## config.mk

```make
export PLATFORM = sky130hd
export DESIGN_NAME = wd_fail_handler
export DESIGN_NICKNAME = d
export VERILOG_FILES = /design/src/rtl/wd_fail_handler.sv
export SDC_FILE = /design/constraint.sdc
export NUM_CORES = 1
export LEC_CHECK = 0
export ABC_AREA = 1
export CORE_MARGIN = 2
export CORE_UTILIZATION = 58
export CTS_CLUSTER_DIAMETER = 200
export DETAILED_ROUTE_END_ITERATION = 10
export GPL_TIMING_DRIVEN = 0
export PLACE_DENSITY = 0.79
export SLEW_MARGIN = 15
export SYNTH_ARGS = -nofsm -noshare
export SYNTH_HDL_FRONTEND = slang
export SYNTH_SLANG_ARGS = --single-unit
```

## constraint.sdc

```tcl
create_clock -name CLK -period 2 [get_ports CLK]
set_input_delay 0.2 -clock CLK [delete_from_list [all_inputs] [get_ports CLK]]
set_output_delay 0.2 -clock CLK [all_outputs]
set_load 0.05 [all_outputs]
```

## src/rtl/wd_fail_handler.sv

```systemverilog
// wd_fail_handler: consumes the watchdog detector's WDFAIL/FLSTAT outputs.
// Synchronises the asynchronous fail flag, latches the fault code and counts
// failures. A failure raises a timed system-reset pulse and keeps the system
// in safe state. Repeated failures or a firmware-override fault escalate to a
// sticky lockout, which only CLRLOCK releases.
//
// Ports:
//   CLK      system clock
//   RST      synchronous active-high reset, overrides every other input
//   WDFAIL   fail flag from the detector, asynchronous to CLK
//   FLSTAT   3-bit fault code from the detector
//   FLACK    single-cycle firmware acknowledge
//   CLRLOCK  single-cycle firmware lockout clear
//   SYSRST   system reset pulse
//   SAFEST   safe-state enable
//   LOCKOUT  sticky lockout indicator
//   FLVALID  FLCODE holds an unacknowledged fault
//   FLCODE   latched fault code
//   FLCNT    failure count, saturating at 15
module wd_fail_handler #(
    parameter int unsigned FAIL_LIMIT    = 3,
    parameter int unsigned RST_PULSE_LEN = 16,
    parameter int unsigned HOLDOFF_CYC   = 255
) (
    input  logic       CLK,
    input  logic       RST,
    input  logic       WDFAIL,
    input  logic [2:0] FLSTAT,
    input  logic       FLACK,
    input  logic       CLRLOCK,
    output logic       SYSRST,
    output logic       SAFEST,
    output logic       LOCKOUT,
    output logic       FLVALID,
    output logic [2:0] FLCODE,
    output logic [3:0] FLCNT
);

    localparam int unsigned PULSE_W = 8;
    localparam int unsigned HOLD_W  = 16;
    localparam int unsigned CNT_W   = 4;
    localparam int unsigned CODE_W  = 3;

    // Down-counters load N-1 on state entry so the state lasts exactly N cycles.
    localparam logic [PULSE_W-1:0] PULSE_LOAD = PULSE_W'(RST_PULSE_LEN - 1);
    localparam logic [HOLD_W-1:0]  HOLD_LOAD  = HOLD_W'(HOLDOFF_CYC - 1);
    localparam logic [CNT_W-1:0]   CNT_LIMIT  = CNT_W'(FAIL_LIMIT);
    localparam logic [CNT_W-1:0]   CNT_MAX    = '1;
    localparam logic [CODE_W-1:0]  CODE_NONE  = 3'b100;
    localparam logic [CODE_W-1:0]  CODE_FWOVR = 3'b000;

    typedef enum logic [2:0] {
        S_IDLE,
        S_RSTPULSE,
        S_HOLDOFF,
        S_WAIT_ACK,
        S_LOCKED
    } state_e;

    state_e              state_q, state_d;
    logic                wdf_s1_q, wdf_s2_q, wdf_prev_q;
    logic [CODE_W-1:0]   fls_s1_q, fls_s2_q;
    logic [PULSE_W-1:0]  pulse_cnt_q, pulse_cnt_d;
    logic [HOLD_W-1:0]   hold_cnt_q, hold_cnt_d;
    logic                sysrst_q, sysrst_d;
    logic                safest_q, safest_d;
    logic                lockout_q, lockout_d;
    logic                flvalid_q, flvalid_d;
    logic [CODE_W-1:0]   flcode_q, flcode_d;
    logic [CNT_W-1:0]    flcnt_q, flcnt_d;

    logic                fail_evt;
    logic [CNT_W-1:0]    cnt_inc;

    // Rising edge of the synchronised fail flag.
    assign fail_evt = wdf_s2_q & ~wdf_prev_q;
    // Saturating increment of the failure count.
    assign cnt_inc  = (flcnt_q == CNT_MAX) ? flcnt_q : flcnt_q + CNT_W'(1);

    // Next-state and next-output logic.
    always_comb begin
        state_d     = state_q;
        pulse_cnt_d = pulse_cnt_q;
        hold_cnt_d  = hold_cnt_q;
        flvalid_d   = flvalid_q;
        flcode_d    = flcode_q;
        flcnt_d     = flcnt_q;

        case (state_q)
            S_IDLE: begin
                if (fail_evt) begin
                    // A simultaneous FLACK loses to the new event.
                    flcode_d  = fls_s2_q;
                    flvalid_d = 1'b1;
                    flcnt_d   = cnt_inc;
                    if (fls_s2_q == CODE_FWOVR || cnt_inc >= CNT_LIMIT) begin
                        state_d = S_LOCKED;
                    end else begin
                        state_d     = S_RSTPULSE;
                        pulse_cnt_d = PULSE_LOAD;
                    end
                end else if (FLACK) begin
                    flvalid_d = 1'b0;
                end
            end
            S_RSTPULSE: begin
                if (pulse_cnt_q == '0) begin
                    state_d    = S_HOLDOFF;
                    hold_cnt_d = HOLD_LOAD;
                end else begin
                    pulse_cnt_d = pulse_cnt_q - PULSE_W'(1);
                end
            end
            S_HOLDOFF: begin
                if (hold_cnt_q == '0) begin
                    state_d = wdf_s2_q ? S_WAIT_ACK : S_IDLE;
                end else begin
                    hold_cnt_d = hold_cnt_q - HOLD_W'(1);
                end
            end
            S_WAIT_ACK: begin
                if (FLACK && !wdf_s2_q) begin
                    state_d   = S_IDLE;
                    flvalid_d = 1'b0;
                end
            end
            S_LOCKED: begin
                if (CLRLOCK && !wdf_s2_q) begin
                    state_d   = S_IDLE;
                    flcnt_d   = '0;
                    flvalid_d = 1'b0;
                    flcode_d  = CODE_NONE;
                end else if (FLACK) begin
                    flvalid_d = 1'b0;
                end
            end
            default: state_d = S_IDLE;
        endcase

        // Outputs follow the state being entered so they stay registered.
        sysrst_d  = (state_d == S_RSTPULSE);
        safest_d  = (state_d != S_IDLE);
        lockout_d = (state_d == S_LOCKED);
    end

    // State, synchroniser and output registers.
    always_ff @(posedge CLK) begin
        if (RST) begin
            state_q     <= S_IDLE;
            wdf_s1_q    <= 1'b0;
            wdf_s2_q    <= 1'b0;
            wdf_prev_q  <= 1'b0;
            fls_s1_q    <= CODE_NONE;
            fls_s2_q    <= CODE_NONE;
            pulse_cnt_q <= '0;
            hold_cnt_q  <= '0;
            sysrst_q    <= 1'b0;
            safest_q    <= 1'b0;
            lockout_q   <= 1'b0;
            flvalid_q   <= 1'b0;
            flcode_q    <= CODE_NONE;
            flcnt_q     <= '0;
        end else begin
            state_q     <= state_d;
            wdf_s1_q    <= WDFAIL;
            wdf_s2_q    <= wdf_s1_q;
            wdf_prev_q  <= wdf_s2_q;
            fls_s1_q    <= FLSTAT;
            fls_s2_q    <= fls_s1_q;
            pulse_cnt_q <= pulse_cnt_d;
            hold_cnt_q  <= hold_cnt_d;
            sysrst_q    <= sysrst_d;
            safest_q    <= safest_d;
            lockout_q   <= lockout_d;
            flvalid_q   <= flvalid_d;
            flcode_q    <= flcode_d;
            flcnt_q     <= flcnt_d;
        end
    end

    assign SYSRST  = sysrst_q;
    assign SAFEST  = safest_q;
    assign LOCKOUT = lockout_q;
    assign FLVALID = flvalid_q;
    assign FLCODE  = flcode_q;
    assign FLCNT   = flcnt_q;

endmodule

```

Yosys cells after proc, flatten, opt, wreduce, memory -nomap -nowiden --
Index checks and enable logic that the tools add are counted.
Storage, ports and cells: logic and storage cells 78, input port bits 8, register bits 47, output and inout port bits 11
Cells by class: reductions and logical operators 17, mux-type cells 27, bitwise operators 2, equal/unequal tests 14, order comparisons 1, add/subtract/negate cells 3
Operators with widths (number):
- $mux W16 | 2
- $pmux W16 S2 | 1
- $mux W3 | 8
- $mux W8 | 3
- $logic_not A16 Y1 | 1
- $pmux W8 S2 | 1
- $sub A16 B1 Y16 const B | 1
- $pmux W3 S5 | 1
- $ne A2 B2 Y1 const B | 7
- $mux W4 | 3
- $logic_not A8 Y1 | 1
- $pmux W4 S2 | 1
- $sub A8 B1 Y8 const B | 1
- $eq A3 B1 Y1 const B | 2
- $eq A3 B2 Y1 const B | 2
- $eq A3 B3 Y1 const B | 2
- $logic_not A3 Y1 | 2
- $pmux W3 S2 | 1
- $reduce_and A3 Y1 | 2
- $reduce_bool A2 Y1 | 3
- $reduce_bool A3 Y1 | 2
- $add A4 B1 Y4 const B | 1
- $eq A4 B4 Y1 const B | 1
- $ge A4 B2 Y1 const B | 1
- other kinds (10) | 14

Longest topological paths before layout --
Gate-level depths: netlist of the first run.
depth in word-level cells 8, depth in mapped cells 11, depth with buffers taken out 10

Worst setup path after synthesis of the first run --
No wires, ideal clock.
path type reg2reg, from register flcnt_q[0] (netlist: FLCNT[0]), to register pulse_cnt_q[2], stages on the path, launching flop included 10, path buffers 0, required time 1929 ps, period minus slack after synthesis 1889 ps, slack 111 ps, setup time 71 ps, data arrival time 1819 ps, cells stage by stage dfxtp_1 ha_1 nand3_1 nand2_1 nand2_1 nand2_1 nand4_4 nand2_2 nand2_1 a21oi_1
On the way: word-level cells in the longest chain between the ends 6, elaborated cells between the ends (all ways) 7, classes of those cells 1 x add/sub; 1 x order compare; 2 x eq/ne; 1 x mux; 2 x reduce/logical
Ends and longest elaborated chain:
- start: declaration | line 70 | logic [CNT_W-1:0] flcnt_q, flcnt_d;
- start signal: assignment | line 177 | flcnt_q <= flcnt_d;
- $add A4 B1 Y4 or $eq A4 B4 Y1 (tied branches) | line 78 | assign cnt_inc = (flcnt_q == CNT_MAX) ? flcnt_q : flcnt_q + CNT_W'(1);
- $mux W4 (*) | line 78
- $ge A4 B2 Y1 (*) | line 96 | if (fls_s2_q == CODE_FWOVR || cnt_inc >= CNT_LIMIT) begin
- $logic_or A1 B1 Y1 (*) | line 96
- $ne A2 B2 Y1 (no source line) (*)
- $reduce_and A4 Y1 (no source line) (*)
- end signal: assignment | line 170 | pulse_cnt_q <= pulse_cnt_d;
- end: declaration | line 63 | logic [PULSE_W-1:0] pulse_cnt_q, pulse_cnt_d;
Mark *: on every way between the ends. The rest lies on a longest branch, timed or not. A chain may end at the register's enable or synchronous reset.

Final worst setup path of the first run --
from register flcnt_q[2] (netlist: FLCNT[2]), to output port FLCNT[2]
RTL lines:
- end: declaration | line 36 | output logic [3:0] FLCNT
No word-level cell between the ends.

==> results of run 1 <==
## routing by layer
metal,vias up,share of wire (%),GRT usage [%]
met5,-,0,0
met4,0,1.4,8.55
met3,10,4.3,4.62
met2,55,47,38.4
met1,1070,47,30.3
li1,1220,-,-
## flip-flops by register name (all words and copies together), names as in the netlist
| signal | cells |
|---|---|
| hold_cnt_q | 16 |
| SYSRST | 1 |
| wdf_s2_q | 1 |
| pulse_cnt_q | 8 |
| wdf_prev_q | 1 |
| fls_s1_q | 3 |
| FLCNT | 4 |
| wdf_s1_q | 1 |
| SAFEST | 1 |
| state_q | 3 |
| FLCODE | 3 |
| FLVALID | 1 |
| LOCKOUT | 1 |
| fls_s2_q | 3 |
## logic make-up after synthesis
logic type | count (synthesis) | share of synthesized area, %
adder cells (fa/ha/maj) | 5 | 2.44
XOR/XNOR | 11 | 3.76
AND/OR/NAND/NOR | 192 | 34.8
AO/OA/AOI/OAI | 53 | 12.2
flip-flops | 47 | 36.8
buffers and inverters | 61 | 10.1
## cell usage after synthesis, drive strengths merged
library cell / n
nor2: 50
ha: 5
a21oi: 34
inv: 52
o21a: 1
nand3: 34
clkbuf: 3
o211ai: 1
or2: 3
nor3: 1
dfxtp: 47
xnor2: 3
xor2: 8
buf: 5
nand4: 10
o21ai: 14
a31oi: 1
dlygate4sd1: 1
nand2: 94
o21bai: 1
a211oi: 1
## layout make-up
class	count	area, um^2	share of cell area (%)
multi-input cells	261	1360	46.4
well taps	52	65.1	2.21
repair buffers	18	180	6.13
clock inverters	2	60.1	2.04
inverters	52	198	6.72
plain buffers	9	60.1	2.04
clock buffers	6	72.6	2.47
flip-flops and latches	47	941	32.0
## tightest hold or removal path: stages, from the launching register on
cell and delay [ns]:
dfxtp_1 0.30, inv_1 0.04, nor2_1 0.03
## per-stage QoR
step	cells	total power, uW	hold slack [ns]	worst slack [ns]	util (%)
global placement	439	1490	0.396	0.282	65.3
detailed placement	439	1500	0.401	0.255	65.3
floorplan	369	1390	0.304	0.111	-
CTS	447	2320	0.409	0.198	68.4
finish	447	2310	0.414	0.213	68.5
global route	447	2420	0.414	0.0409	68.5
## timing repair
item / 4_1_cts / 5_1_grt
hold buffers: 0 / 0
setup buffers: 0 / 0
endpoints found under the setup margin: 0 / 2
resized for setup: 0 / 1
## path summary, 6_finish.rpt
check / start / to / slack (ns) / cells after the start
setup reg to reg: hold_cnt_q[0] / hold_cnt_q[9] / 0.26 / 9
setup / recovery: FLCNT[2] / FLCNT[2] / 0.21 / 1
hold reg to reg: fls_s1_q[1] / fls_s2_q[1] / 0.41 / 2
hold / removal: fls_s1_q[1] / fls_s2_q[1] / 0.41 / 2
## power by group through the flow
stage | Sequential, uW | Combinational (uW) | Clock, uW
2_1_floorplan | 1060 | 334 | 0
3_3_place_gp | 1020 | 470 | 0
3_5_place_dp | 1020 | 476 | 0
4_1_cts | 1000 | 483 | 838
5_1_grt | 1010 | 539 | 879
6_report | 1000 | 483 | 824
==> results.md, run 1 <==
- Outcome: completed
- Most frequent cells in the layout: nand2_1 (88), inv_1 (48), dfxtp_1 (47), nor2_1 (44), nand3_1 (32)
- Layout area overhead: 14.9%
- Final min period: 1.79 ns
- GP Congestion: about 0.94
- DRC Markers: 0
- Final hold violations: 0
- First-pass GRT wire length: between 9000 and 10000 um
- Final TNS setup: 0 ns
- Mapped cell area: ~2600 um^2
- Buffers on Ports: 18
- Row count: 24
- DR iter-0 viols: 208
- Kind of critical path: flip-flop to output pin
- Clk buf depth: 2
- Initial antenna violation count: 0
- Share of the synthesized area in the top cell type: between 30 and 40%
- Worst path top cell family by delay: buffers and inverters
- PwrDens: 785 nW/um^2
- TritonRoute pass-1 iters: 5
- Finish-stage setup viols: 0
- # nets final: approximately 400
- Lkg Pwr: 0.00133 uW
- TritonCTS Sinks: 47
- Largest cells by area after synthesis: dfxtp_1 (37%), nand2_1 (13%), inv_1 (7.0%)
- Via-to-Cell Ratio: approximately 5.3
- Final period util: 89.4%
- WP data arrival: 1.59 ns
- Worst path cell trace: clkdlybuf4s50_1
- Wire per inst: around 12 um
- Crit path capture type: output pin
- Cells after synthesis: approximately 370
- MaxCap Viol Count: 0
- TritonCTS buffer count: 5
- Setup Skew: 0.00565 ns
- Die H: 70.4 um
- Synth Register Bits: between 40 and 50
- Die footprint: 4960 um^2
- Switching part of the total: 28.6%
- Slowest CP cell: clkdlybuf4s50_1
- Critical Path Start Type: flip-flop
- Worst ir drop on vdd: 0.403 mV
- Drt total wl: 5470 um
- RSZ-0062 raised after global routing: false
- Max H-tree Level: 2
- Share of layout cells above drive strength 1: 10.6%
- Syn_nets: 382
- Hold WC Path Type: flip-flop to flip-flop
- Final ANT Viol Nets: 0
- Largest fanout on the critical path: 7
- Root cell of the clock tree: clkbuf_8
- Most common cell after layout, fill and taps aside: nand2_1
- Switching pwr: 661 uW
- Post-route design area: just under 3000 um^2
- Avg Synthesized Cell Area: ~6.9 um^2
- Post-synthesis sequential area ratio: between 30 and 40%
- Clock transition at the registers of the reported paths: roughly 0.090 ns
- Worst path bufs/invs: 1
- Synth warnings: 0
- DP Area: 2810 um^2
- Logic pwr share: 20.9%
- Antenna cells: 0
- Filler cells: 393
- All-Layer GR Usage: 23.4%
- CTS tree: yes
- Max-slew violations: 0
- Die span in x: 70.4 um
- Worst Path Required: approximately 1.8 ns
- Synth cell types: 35
- Largest area contributor in the netlist: dfxtp_1
- Largest net degree at the start of global routing: 15
- Core ar.: 4290 um^2
- Internal power: 1650 uW
- Worst-Skew Late Latency: around 0.30 ns
- Slew headroom: about 63%
- Global route overflow: 0
- I/O pins: 19
- Worst path max stage delay: 0.84 ns
- Vias in the first global route: between 2000 and 2500
- Sequential share of power: a little over two fifths
- Initial Utilization: between 50% and 60%
- Total number of vias: 2355
- Slew @ Worst Pin: 0.550 ns
- DP Wirelength: 3860 um
- FMAX: 0.560 GHz
- Clk pwr share: 35.7%
No activity file was read; power rests on OpenSTA's default activity.
==> run 2, diff against run 1 <==
Settings changed: CAP_MARGIN set to 40.
==> results of run 2 <==
Final layout, timing and power as in run 1 (identical DEF).
==> run 3, diff against run 2 <==
Settings changed: SETUP_SLACK_MARGIN set to 0.05.
==> run 3 against run 2 <==
Compared with the run above:
- worst hold slack stayed put
- sequential cell count stayed put
- sequential power hardly changed
- count of clock-buffer cells in the layout stayed put
- cell count stayed put
==> results.md, run 3 (same netlist as run 1, synthesis figures left out) <==
- Outcome: completed
- FMAX: 0.560 GHz
- Drt total wl: 5470 um
- Most frequent cells in the layout: nand2_1 (88), inv_1 (48), dfxtp_1 (46), nor2_1 (44), nand3_1 (32)
- Antenna cells: 0
- Root cell of the clock tree: clkbuf_8
- Clock transition at the registers of the reported paths: 0.09 ns
- Worst path top cell family by delay: buffers and inverters
- DR iter-0 viols: approximately 210
- Share of layout cells above drive strength 1: between 10% and 20%
- Layout area overhead: 14.9%
- Hold WC Path Type: flip-flop to flip-flop
- Slew headroom: between 60% and 70%
- Slowest CP cell: clkdlybuf4s50_1
- Finish-stage setup viols: 0
- TritonRoute pass-1 iters: 5
- PwrDens: 785 nW/um^2
- Worst ir drop on vdd: 0.403 mV
- Post-route design area: 2940 um^2
- Worst path max stage delay: 0.84 ns
- Via-to-Cell Ratio: 5.27
- Most flops, register: hold_cnt_q
- All-Layer GR Usage: between 20% and 30%
- Die span in x: 70.4 um
- DP Wirelength: between 3000 and 4000 um
- Final hold violations: 0
- Most common cell after layout, fill and taps aside: nand2_1
- DP Area: 2810 um^2
- Total number of vias: about 2400
- Worst-Skew Late Latency: 0.30 ns
- Max-slew violations: 0
- Setup Skew: 0.00565 ns
- WP data arrival: 1.59 ns
- TritonCTS Sinks: 47
- Die footprint: 4960 um^2
- Worst path bufs/invs: 1
- Core ar.: approximately 4300 um^2
- Largest net degree at the start of global routing: 15
- Clk buf depth: 2
- Die H: roughly 70 um
- TritonCTS buffer count: 5
- DRC Markers: 0
- Largest fanout on the critical path: 7
- Lkg Pwr: 0.00133 uW
- I/O pins: 19
- Kind of critical path: flip-flop to output pin
- Cts-stage hold buffer count: 0
- CTS tree: yes
- RSZ-0062 raised after global routing: false
- Slew @ Worst Pin: 0.550 ns
- GP Congestion: between 0.9 and 1
- Critical Path Start Type: flip-flop
- Worst path cell trace: clkdlybuf4s50_1
- # nets final: slightly above 400
- MaxCap Viol Count: 0
- Initial antenna violation count: 0
- Final TNS setup: 0 ns
- Vias in the first global route: 2185
- Buffers on Ports: 18
- Final period util: 89.4%
- Final ANT Viol Nets: 0
- Worst Path Required: 1.80 ns
- Final min period: 1.79 ns
- Row count: 24
- Global route overflow: 0
- First-pass GRT wire length: around 9400 um
- Largest register FFs: 16
- Crit path capture type: output pin
- Wire per inst: 12.2 um
- Max H-tree Level: 2
- Initial Utilization: between 50% and 60%
[run 3: cell counts in the layout (fill, tap and decap cells not counted)]
Identical to the previous run, type by type.
[run 3: stage by stage]
step | power (uW) | worst slack (ns) | util, % | cells | hold WS (ns)
4_1_cts | 2320 | 0.198 | 68.4 | 447 | 0.409
2_1_floorplan | 1390 | 0.111 | - | 369 | 0.304
3_3_place_gp | 1490 | 0.282 | 65.3 | 439 | 0.396
3_5_place_dp | 1500 | 0.255 | 65.3 | 439 | 0.401
6_report | 2310 | 0.213 | 68.5 | 447 | 0.414
5_1_grt | 2420 | 0.0757 | 68.5 | 447 | 0.414
[run 3: final cells by class]
type                    count  area [um^2]
inverters                  52          198
repair buffers             18          180
multi-input cells         261         1360
flip-flops and latches     47          942
clock buffers               6         72.6
well taps                  52         65.1
clock inverters             2         60.1
fillers                   392         1350
plain buffers               9         60.1
[run 3: path summary, 6_finish.rpt]
kind                 startpoint       endpoint  slack [ns]  depth (start not counted)
setup reg to reg  hold_cnt_q[0]  hold_cnt_q[9]        0.26                          9
setup / recovery       FLCNT[2]       FLCNT[2]        0.21                          1
hold / removal      fls_s1_q[1]    fls_s2_q[1]        0.41                          2
hold reg to reg     fls_s1_q[1]    fls_s2_q[1]        0.41                          2
[run 3: power by group]
part	leakage, uW	total (uW)	internal [uW]	switching [uW]
clock	0.0000654	824	500	325
combinational	0.000878	483	175	308
sequential	0.000383	1000	973	28.6
total	0.00133	2310	1650	661
[run 3: repair_timing]
item	in CTS	in global routing
endpoints found under the setup margin	0	5
gates resized for setup	0	2
hold endpoints to repair	0	0
buffers inserted	0	0
[run 3: layer usage]
layer  GRT usage, %  part of all wire, %  vias to the layer above  wire length (um)
met5              0                    0                        -                 0
met4           8.55                  1.4                        0                78
met3           4.62                  4.3                       10               237
met2           38.4                   47                       55              2590
met1           30.3                   47                     1070              2570
li1               -                    -                     1220                 -
[run 3: worst min-delay path: stages (launching register included)]
cell	delay, ns
dfxtp_1	0.30
inv_1	0.04
nor2_1	0.03
==> edit, RTL diff (config.mk and constraints of run 1) <==
`HOLD_W`: 16 -> 32.
--- a/src/rtl/wd_fail_handler.sv
+++ b/src/rtl/wd_fail_handler.sv
@@ -37,7 +37,7 @@
 );
 
     localparam int unsigned PULSE_W = 8;
-    localparam int unsigned HOLD_W  = 16;
+    localparam int unsigned HOLD_W  = 32;
     localparam int unsigned CNT_W   = 4;
     localparam int unsigned CODE_W  = 3;
 
Formal check against the unedited RTL: no difference found for any inputs over 10 cycles, from zero or initial values and one cycle with RST high; that may be too few to reach the edited logic, so the function may still have changed.
==> edit against run 1 <==
- synthesized area up 41%
- power up 140%
- final cell count up 55%
- count of clock-buffer cells in the layout up 4
- cell area up 40%
- sequential power up 48%
- clock skew up 0.011 ns
- setup slack worse by 0.10 ns
- wire length up 69%
- sequential cell count up 16
- largest cell class unchanged
- largest power group is now combinational logic
- highest routed layer unchanged
==> edit: results (changes against run 1) <==
hpwl dp 6700 um (was 3856 um); sw frac 46.12% (was 28.63%); vias in the first global route 3429 (was 2185); Largest register FFs 32 (was 16); IR Drop Worst-Case VDD 0.8505 mV (was 0.4033 mV); detailed-route via count 3712 (was 2355); antenna cells 0 (unchanged); Starting DRT DRC Count 324 (was 208); initial antenna violation count 0 (unchanged); share of cells above drive strength 1 10.21% (was 10.63%); Routed Wire Length 9269 um (was 5473 um); Clock transition at path regs 0.08 ns; Worst Hold Class in -> reg (was reg -> reg); # Post-CTS Setup Buffers 0 (unchanged); P_int 0.002988 W (was 0.001648 W); DP Area 0.003882 sq mm (was 0.002805 sq mm); ys async rst share 0% (unchanged); GRT Total Usage 28.11% (was 23.37%); DR pass1 iterations 6 (was 5); pin count of the biggest net entering global routing 13 (was 15); post-CTS sizing 3 (was 0); CTS root buffer clkbuf_8 (unchanged); leak pwr 1.963 nW (was 1.326 nW); top cells by area, synth dfxtp_1 35%, nand2_1 18%, nor2_1 13% (was dfxtp_1 37%, nand2_1 13%, inv_1 7.0%); part of the Yosys area used for sequential elements 34.88% (was 36.75%); number of CTS-inserted buffers 9 (was 5); synth unique cells 29 (was 35); status completed (unchanged); Clock Tree Buf Depth 2 (unchanged); Seq power 0.00148 W (was 0.00100 W); crit-path max FO 10 (was 7); Post-synth top cells 171 x nand2_1, 127 x nor2_1, 63 x dfxtp_1, 58 x inv_1, 37 x nand3_1 (was 88 x nand2_1, 48 x inv_1, 47 x dfxtp_1, 44 x nor2_1, 32 x nand3_1); yosys warns 0 (unchanged); actual slew at the worst max-slew pin 0.7637 ns (was 0.5505 ns); Placed Cells incl. Taps 676 (was 439); Synth Area per Inst 6.192 sq um (was 6.938 sq um); Avg WL per Cell 13.39 um (was 12.24 um); Worst Skew 0.01715 ns (was 0.005653 ns); Reg with most FFs hold_cnt_q (unchanged); Layout Nets 623 (was 407); Final GP Congestion 0.9539 (was 0.9350); CTS H-tree depth 3 (was 2); critical path arrival 2.16 ns (was 1.59 ns); count of input and output buffers 17 (was 18); comb pwr 0.00290 W (was 0.000483 W); first-pass GRT wire length 15860 um (was 9384 um); Worst-Skew Late Latency 0.36 ns (was 0.30 ns); Post-Syn Nets 595 (was 382)
-- edit: final timing paths --
check           startpoint             end  slack (ns)  cells after the start
max reg2reg  hold_cnt_q[0]  hold_cnt_q[15]        0.11                     12
min                    RST     fls_s2_q[2]        0.32                      2
max          hold_cnt_q[0]  hold_cnt_q[15]        0.11                     12
min reg2reg    fls_s1_q[1]     fls_s2_q[1]        0.40                      2
-- edit: kinds of logic after synthesis --
logic type / count (synthesis) / synth area share, %
compound gates: 60 / 9.758
xor+xnor: 18 / 4.360
fa+ha+maj: 3 / 1.038
buf+inv: 76 / 8.443
flops: 63 / 34.88
simple gates: 364 / 41.52
-- edit: metal layers --
layer,vias to the layer above,GRT usage (%),routed length (um)
met5,-,0,0
met2,128,45.60,4115
li1,1877,-,-
met1,1690,38.74,4316
met4,0,8.048,115
met3,17,4.573,721
-- edit: worst max-delay path, stage by stage (launching register included) --
cell     delay [ns]
dfxtp_1        0.32
inv_2          0.10
ha_4           0.20
nand2_2        0.11
nor2_2         0.18
nand2_2        0.11
nor2_4         0.13
nor2_2         0.05
nor2_4         0.09
buf_6          0.16
buf_6          0.15
nand2_1        0.08
a21oi_2        0.13
-- edit: metrics by stage --
step | worst slack (ns) | TNS (ns)
6_report | 0.1127 | 0
2_1_floorplan | 0.1991 | 0
3_5_place_dp | -0.2022 | -3.786
5_1_grt | 0.005367 | 0
4_1_cts | 0.004010 | 0
3_3_place_gp | -0.1531 | -2.225
-- edit: final cells by class --
class | instances | area (sq um)
Clock inverter | 6 | 68.82
Timing Repair Buffer | 17 | 170.2
Buffer | 15 | 85.08
Multi-Input combinational cell | 445 | 2082
Clock buffer | 10 | 137.6
Tap cell | 75 | 93.84
Fill cell | 550 | 1861
Sequential cell | 63 | 1264
Inverter | 61 | 229.0
